**src/rtl/booth_mul_arbiter.sv**
```systemverilog
// +----------------------------------------------------------------------------+
// | booth_mul_arbiter: round-robin sharing of one sequential Booth multiplier.  |
// | Rev 1.0 - initial release                                                  |
// +----------------------------------------------------------------------------+
`default_nettype none

module booth_mul_arbiter #(
   parameter int N_REQ   = 4,
   parameter int WIDTH   = 4,
   parameter int TIMEOUT = 64
) (
   input  logic                     clk,
   input  logic                     rst,
   input  logic [N_REQ-1:0]         req,
   input  logic [N_REQ*WIDTH-1:0]   req_x,
   input  logic [N_REQ*WIDTH-1:0]   req_y,
   output logic [N_REQ-1:0]         gnt,
   output logic [N_REQ-1:0]         rsp_valid,
   output logic [2*WIDTH-1:0]       rsp_z,
   output logic                     timeout_err,
   output logic                     busy,
   output logic                     mul_start,
   output logic [WIDTH-1:0]         mul_x,
   output logic [WIDTH-1:0]         mul_y,
   input  logic                     mul_valid,
   input  logic [2*WIDTH-1:0]       mul_z
);

   localparam int PTR_W = (N_REQ > 1) ? $clog2(N_REQ) : 1;
   localparam int CNT_W = (TIMEOUT > 1) ? $clog2(TIMEOUT) : 1;
   localparam logic [CNT_W-1:0] CNT_MAX  = CNT_W'(TIMEOUT - 1);
   localparam logic [PTR_W-1:0] LAST_IDX = PTR_W'(N_REQ - 1);

   typedef enum logic [1:0] {
      S_IDLE  = 2'd0,
      S_ISSUE = 2'd1,
      S_WAIT  = 2'd2,
      S_RESP  = 2'd3
   } state_t;

   state_t               state_q,  state_d;
   logic [PTR_W-1:0]     ptr_q,    ptr_d;
   logic [PTR_W-1:0]     owner_q,  owner_d;
   logic [WIDTH-1:0]     opx_q,    opx_d;
   logic [WIDTH-1:0]     opy_q,    opy_d;
   logic [2*WIDTH-1:0]   rsp_z_q,  rsp_z_d;
   logic                 err_q,    err_d;
   logic [CNT_W-1:0]     cnt_q,    cnt_d;
   logic                 mul_valid_dly_q;

   logic [WIDTH-1:0]     x_arr [N_REQ];
   logic [WIDTH-1:0]     y_arr [N_REQ];
   logic [PTR_W-1:0]     win_idx;
   logic                 done;

   for (genvar i = 0; i < N_REQ; i++) begin : g_unpack
      assign x_arr[i] = req_x[i*WIDTH +: WIDTH];
      assign y_arr[i] = req_y[i*WIDTH +: WIDTH];
   end

   function automatic logic [PTR_W-1:0] rot_idx(input logic [PTR_W-1:0] p, input int k);
      int s;
      s = int'(p) + k;
      if (s >= N_REQ) s = s - N_REQ;
      return PTR_W'(s);
   endfunction

   // Scan from the farthest offset down so the nearest set bit after ptr wins.
   always_comb begin
      win_idx = '0;
      for (int k = N_REQ - 1; k >= 0; k--) begin
         if (req[rot_idx(ptr_q, k)]) win_idx = rot_idx(ptr_q, k);
      end
   end

   // Only a fresh rising edge of mul_valid counts; a level left over from the
   // previous operation is ignored.
   assign done = (state_q == S_WAIT) && mul_valid && !mul_valid_dly_q;

   always_comb begin
      state_d = state_q;
      ptr_d   = ptr_q;
      owner_d = owner_q;
      opx_d   = opx_q;
      opy_d   = opy_q;
      rsp_z_d = rsp_z_q;
      err_d   = err_q;
      cnt_d   = cnt_q;
      case (state_q)
         S_IDLE: begin
            if (|req) begin
               owner_d = win_idx;
               opx_d   = x_arr[win_idx];
               opy_d   = y_arr[win_idx];
               ptr_d   = (win_idx == LAST_IDX) ? '0 : win_idx + 1'b1;
               state_d = S_ISSUE;
            end
         end
         S_ISSUE: begin
            cnt_d   = '0;
            state_d = S_WAIT;
         end
         S_WAIT: begin
            if (done) begin
               rsp_z_d = mul_z;
               err_d   = 1'b0;
               state_d = S_RESP;
            end else if (cnt_q == CNT_MAX) begin
               rsp_z_d = '0;
               err_d   = 1'b1;
               state_d = S_RESP;
            end else begin
               cnt_d = cnt_q + 1'b1;
            end
         end
         S_RESP: begin
            err_d   = 1'b0;
            state_d = S_IDLE;
         end
         default: state_d = S_IDLE;
      endcase
   end

   always_ff @(posedge clk or negedge rst) begin
      if (!rst) begin
         state_q         <= S_IDLE;
         ptr_q           <= '0;
         owner_q         <= '0;
         opx_q           <= '0;
         opy_q           <= '0;
         rsp_z_q         <= '0;
         err_q           <= 1'b0;
         cnt_q           <= '0;
         mul_valid_dly_q <= 1'b0;
      end else begin
         state_q         <= state_d;
         ptr_q           <= ptr_d;
         owner_q         <= owner_d;
         opx_q           <= opx_d;
         opy_q           <= opy_d;
         rsp_z_q         <= rsp_z_d;
         err_q           <= err_d;
         cnt_q           <= cnt_d;
         mul_valid_dly_q <= mul_valid;
      end
   end

   always_comb begin
      gnt       = '0;
      rsp_valid = '0;
      if (state_q == S_ISSUE) gnt[owner_q]       = 1'b1;
      if (state_q == S_RESP)  rsp_valid[owner_q] = 1'b1;
   end

   assign mul_start   = (state_q == S_ISSUE);
   assign timeout_err = (state_q == S_RESP) && err_q;
   assign busy        = (state_q != S_IDLE);
   assign mul_x       = opx_q;
   assign mul_y       = opy_q;
   assign rsp_z       = rsp_z_q;

endmodule

`default_nettype wire
```
**config.mk**
```make
export PLATFORM = sky130hd
export DESIGN_NAME = booth_mul_arbiter
export DESIGN_NICKNAME = d
export VERILOG_FILES = /design/src/rtl/booth_mul_arbiter.sv
export SDC_FILE = /design/constraint.sdc
export NUM_CORES = 1
export LEC_CHECK = 0
export BUFFER_PORTS_ARGS = -buffer_cell sky130_fd_sc_hd__buf_2
export CORE_ASPECT_RATIO = 2
export CORE_MARGIN = 2
export CORE_UTILIZATION = 30
export DETAILED_ROUTE_END_ITERATION = 8
export PLACE_DENSITY = 0.59
export SETUP_SLACK_MARGIN = 0.15
export SYNTH_ARGS = -nofsm -noshare
export SYNTH_HDL_FRONTEND = slang
export SYNTH_SLANG_ARGS = --single-unit
```
**constraint.sdc**
```tcl
create_clock -name clk -period 1.8 [get_ports clk]
set_clock_uncertainty 0.1 [all_clocks]
set_input_delay 0.27 -clock clk [delete_from_list [all_inputs] [get_ports clk]]
set_output_delay 0.27 -clock clk [all_outputs]
set_load 0.05 [all_outputs]
```
==> impl_results.md, run 1 <==
* Synth Area in Compound Gates at 0.187
* Critical path class: flip-flop to primary output
* Port Buf Inserts at 73
* Peak supply drop at roughly 1.2 mV
* Final setup vio count at 0
* Cell Area, Synth at 1660 um^2
* EDFF count, synth at 0
* Total core area at 5370 um^2
* 1st-iter DRT viols at 31
* Vias per cell at roughly 5.0
* Leak at 0.00130 uW
* Routed WL at 4500 um
* Via count at between 1500 and 2000
* ANT nets after route at 0
* Gr busiest metal: met2
* Mux cell area share after synthesis at 0.110
* Clock root cell: clkbuf_8
* Grt met1 use at 0.167
* GRT overflow at 0
* Initial Util at 0.309
* Worst min path class: input pin to flip-flop
* Filler instances at 528
* Critical path arrival at 1.37 ns
* Clock buffer depth at 2
* Final period utilization at 0.968
* P per Cell Area at approximately 1800 nW/um^2
* Cell variety after synth at 36
* CTS buffer count at 5
* Crit-path slowest cell: dfrtp_2
* Number of global-route vias before repair at 1645
* Max-Cap Viols at 0
* Largest family of logic cells by synthesized area: compound AO/OA/AOI/OAI gates
* Initial antenna violation count at 0
* CTS Sinks at 30
* Count of pins over their slew limit at 0
* Global-route wire length before repair at 7390 um
* I/O pin total at 74
* Drt first pass iters at 4
* Place WS at 0.0918 ns
* Synthesized instance count at 158
* Endpoints failing hold at 0
* CP Capture Type: primary output
* Mean Syn Cell Area at between 10 and 15 um^2
* Synth Area in Adders at 0.0377
* Startpoint types: flip-flop
* Met2 Usage GRT at 0.274
* Final hold slack at 0.0239 ns
* CTS clk-pin slew, worst paths at 0.06 ns
* Register area share after synthesis at 0.452
* Slowest stage delay, CP at around 0.44 ns
* Ys flop type: dfrtp_1
* Synth top cells by count: dfrtp_1, nand2_1, mux2i_1
* Synthesis-to-layout area growth at 57.1%
* Avg WL per Cell at 14.2 um
* Post-synthesis simple-gate area fraction at 0.157
* Met3 GRT Util at 0.0225
* Antenna fix cells at 0
* Area contributors post-synth: dfrtp_1, mux2i_1, a22o_1, o221ai_1, nand2_1
* F_max at ~570 MHz
* CTS HTree Levels at 2
* Post-synthesis xor/xnor area fraction at 0.0158
* Clock Latency Late Sink at 0.29 ns
* Most common cell in the netlist: dfrtp_1
* Crit path time final at around 1.7 ns
* CTS tree: built
* Final setup TNS at 0 ns
* RSZ-0062 raised after global routing: yes
* Status: finished clean
* Share of layout cells above drive strength 1 at 0.539
* Synth async-reset ratio at 1.00
* Synth Net Count at 210
* Largest area contributor in the netlist: dfrtp_1
* DIE HEIGHT at 109 um
* Slew margin rel. at 0.555
* Post-synth top area share at 0.452
* Nets at 309
* Worst slew pin tran at 0.667 ns
* GRT Util Overall at 0.155
* Number of remaining DRC errors at 0
* Largest net degree at the start of global routing at 31
* DPL Wire Length at 3240 um
* Routability cong. at 0.800
* Worst Slack Setup Final at 0.0577 ns
* Die area at roughly 6200 um^2
* Die width at 56.6 um
* #FFs+latches synth at 30
* CP Max Fanout at 5
* Crit path cell chain: inv_2, ha_4, nor3b_4, buf_6
* Row count at 38
* CP Data Required Time at 1.43 ns
* Synth warn at 0
[placed cells by master, fill, tap and decap left out, drive strengths merged, types with 3 or more instances in the layout]
| master | count |
|---|---|
| a21oi | 5 |
| a22o | 11 |
| and3b | 4 |
| buf | 98 |
| clkbuf | 8 |
| dfrtp | 30 |
| ha | 5 |
| inv | 5 |
| mux2i | 16 |
| nand2 | 18 |
| nand2b | 5 |
| nand3 | 3 |
| nor2 | 8 |
| o21ai | 6 |
| o221ai | 8 |
| xnor2 | 3 |
[report_power, final]
part	internal [uW]	switching [uW]	total, uW
Sequential	937	224	1160
Combinational	1220	1780	3010
Clock	386	264	649
Total	2550	2270	4820
[final timing paths]
path | startpoint | endpoint | slack [ns] | depth (start not counted)
setup / recovery | state_q[1]$_DFFE_PN0P_ | gnt[0] | 0.06 | 4
hold / removal | mul_valid | mul_valid_dly_q$_DFF_PN0_ | 0.02 | 1
setup reg to reg | ptr_q[0]$_DFFE_PN0P_ | mul_y[1]$_DFFE_PN0P_ | 0.10 | 6
hold reg to reg | mul_x[0]$_DFFE_PN0P_ | mul_x[0]$_DFFE_PN0P_ | 0.38 | 2
max in group asynchronous | rst | state_q[1]$_DFFE_PN0P_ | 0.67 | 2
min in group asynchronous | rst | rsp_z[7]$_DFFE_PN0P_ | 0.45 | 2
[logic make-up after synthesis]
logic type,Yosys count
compound gates,40
xor+xnor,3
fa+ha+maj,5
buf+inv,12
flops,30
mux,18
simple gates,50
[flip-flops by register name, summed over array words and instances, names as in the netlist]
register / cells
cnt_q: 6
err_q: 1
mul_valid_dly_q: 1
mul_x: 4
mul_y: 4
owner_q: 2
ptr_q: 2
rsp_z: 8
state_q: 2
[cell type report]
type                            count  area, um^2  area share
Timing Repair Buffer               99         656       0.251
Clock buffer                        8         110      0.0422
Multi-Input combinational cell    116         998       0.383
Inverter                            5        18.8     0.00719
Sequential cell                    30         752       0.288
Tap cell                           60        75.1      0.0288
[critical path, delay by kind of cell, from the launching register on]
kind	cells	cell delay, ns
buffers and inverters	2	0.30
AND/OR/NAND/NOR	1	0.19
adder cells (fa/ha/maj)	1	0.16
flip-flops	1	0.44
[per-stage QoR]
stage	std cells	cell area, um^2	total power [uW]	util
6_report	318	2610	4820	0.486
5_1_grt	318	2610	5120	0.486
4_1_cts	318	2540	4690	0.473
3_5_place_dp	303	2230	3680	0.415
3_3_place_gp	303	2230	3660	0.415
2_1_floorplan	158	1700	3010	-
[routing by layer]
metal / wire length, um / share of wire
met1: 1790 / 0.40
met2: 2340 / 0.52
met3: 189 / 0.042
met4: 182 / 0.040
met5: 0 / 0
[timing repair]
action                                 CTS  global route
gates resized for setup                 41            17
endpoints found under the hold margin   30             0
pin swaps                                3            12
buffers inserted                         4             0
setup endpoints to repair               22            37
hold buffers                             1             0
cloned                                   2             0
Power figures use the tool's default switching activity.
==> run 2, diff against run 1 <==
Settings changed: CELL_PAD_IN_SITES_DETAIL_PLACEMENT set to 0, CELL_PAD_IN_SITES_GLOBAL_PLACEMENT set to 1, PLACE_DENSITY 0.59 to unset, PLACE_DENSITY_LB_ADDON set to 0.1.
==> run 2 against run 1 <==
Critical path depth rose by 3. Sequential power about the same. Non-clock buffer count is 2 higher. Global-route usage rose by 0.90 points. Die area unchanged. Hold slack better by 0.028 ns. Power up 5.4%. Clock power is 3% higher. First-iteration DRC count is 16% higher. Setup slack gained 0.0090 ns.
==> impl_results.md, run 2 (synthesis results as in run 1) <==
* NetSw at between 2000 and 2500 uW
* Endpoints failing hold at 0
* Slew margin rel. at 0.544
* Met3 Routed Length at a little under 200 um
* Total core area at 5370 um^2
* Initial Util at 0.309
* Synthesis-to-layout area growth at 63.6%
* Reg power frac at 0.229
* Number of remaining DRC errors at 0
* Clock root cell: clkbuf_8
* Peak supply drop at 1.20 mV
* Most frequent cells in the layout: buf_2, dfrtp_1, buf_4
* Row count at 38
* P per Cell Area at 1870 nW/um^2
* Clock Latency Late Sink at 0.28 ns
* Routability cong. at 0.830
* Via count at 1630
* Vias per cell at 5.09
* Worst Slack Setup Final at about 0.067 ns
* Final setup vio count at 0
* Routed WL at 5180 um
* Register area at 753 um^2
* Critical path arrival at around 1.8 ns
* Die width at 56.6 um
* CP Data Required Time at 1.86 ns
* I/O pin total at 74
* Highest Signal Layer: met4
* Wire length on met2 at 3220 um
* Leak at 0.00134 uW
* CTS HTree Levels at 2
* Worst slew pin tran at 0.684 ns
* Filler instances at roughly 500
* Global-route wire length before repair at 7890 um
* CP Max Fanout at 5
* Drt first pass iters at 4
* Final period utilization at 0.963
* CTS Sinks at 30
* Nets at 311
* Port Buf Inserts at 73
* CTS clk-pin slew, worst paths at around 0.070 ns
* Initial antenna violation count at 0
* DPL Wire Length at 3580 um
* DIE HEIGHT at between 100 and 150 um
* Final setup TNS at 0 ns
* Largest register FFs at 8
* Antenna fix cells at 0
* Met1 Wirelength at between 1500 and 2000 um
* CP Capture Type: flip-flop
* F_max at 577 MHz
* Max-Cap Viols at 0
* Clock buffer depth at 2
* Most common cell after layout, fill and taps aside: buf_2
* Comb pwr share at 0.639
* RSZ-0062 raised after global routing: yes
* Status: finished clean
* Area of the multi-input gates at 1030 um^2
* Largest net degree at the start of global routing at 31
* ANT nets after route at 0
* Worst min path class: input pin to flip-flop
* Count of pins over their slew limit at 0
* Share of layout cells above drive strength 1 at 0.565
* GRT overflow at 0
* Final Instance Area at 2720 um^2
* Crit path time final at 1.73 ns
* Post-Place Cell Area at 2210 um^2
* GRT Util Overall at 0.164
* Startpoint types: flip-flop
* Avg WL per Cell at ~16 um
* CTS tree: built
* Core Util, Final at 0.506
* Place WS at 0.0292 ns
* Clock power share at 0.131
* Die area at a little over 6000 um^2
* Internal power at 2720 uW
* CTS buffer count at 5
* Tot Pwr at 5080 uW
* Critical path class: flip-flop to flip-flop
* Number of global-route vias before repair at 1706
* Sw Share at 0.465
* 1st-iter DRT viols at 36
## run 2: path summary, 6_finish.rpt
check,start,end,slack [ns],cells past startpoint
max in group asynchronous,rst,state_q[1]$_DFFE_PN0P_,0.64,2
min in group asynchronous,rst,owner_q[1]$_DFFE_PN0P_,0.46,2
setup reg to reg,state_q[0]$_DFFE_PN0P_,cnt_q[0]$_DFFE_PN0P_,0.07,7
setup / recovery,state_q[0]$_DFFE_PN0P_,cnt_q[0]$_DFFE_PN0P_,0.07,7
hold / removal,mul_valid,mul_valid_dly_q$_DFF_PN0_,0.05,1
hold reg to reg,mul_y[2]$_DFFE_PN0P_,mul_y[2]$_DFFE_PN0P_,0.39,2
## run 2: layout make-up
cell class | count | area share
sequential | 30 | 0.277
clock buffer | 7 | 0.0281
multi-input combinational | 116 | 0.380
timing repair buffer | 101 | 0.268
tap | 60 | 0.0276
inverter | 5 | 0.00783
clock inverter | 1 | 0.0110
## run 2: repair_timing
action / CTS / global route
gates cloned: 0 / 3
setup endpoints to repair: 35 / 35
resized for setup: 33 / 28
pin swaps: 7 / 10
buffers inserted: 9 / 2
hold endpoints to repair: 30 / 0
hold buffers: 1 / 0
## run 2: through the flow
step | hold WS, ns | instances
after detailed placement | 0.255 | 297
after floorplan | -0.126 | 158
final | 0.0522 | 320
after global placement | 0.243 | 297
after global routing | 0.0414 | 320
after CTS | 0.0297 | 315
## run 2: worst max-delay path, cell delays in order, from the launching register on
cell,delay [ns]
dfrtp_2,0.47
inv_4,0.09
ha_4,0.13
nand3b_1,0.16
nand2_4,0.18
nor2_4,0.04
mux2_2,0.26
a22o_1,0.18
## run 2: power by group through the flow
stage          logic [uW]  registers [uW]  clock network [uW]
2_1_floorplan        1300            1710                   0
3_3_place_gp         2520            1130                   0
3_5_place_dp         2560            1130                   0
4_1_cts              2860            1140                 688
5_1_grt              3460            1210                 722
6_report             3240            1160                 667
## run 2: layer usage
metal  GRT usage  up-vias
li1            -      783
met1       0.168      781
met2       0.315       56
met3      0.0320       10
met4      0.0663        0
met5           0        -
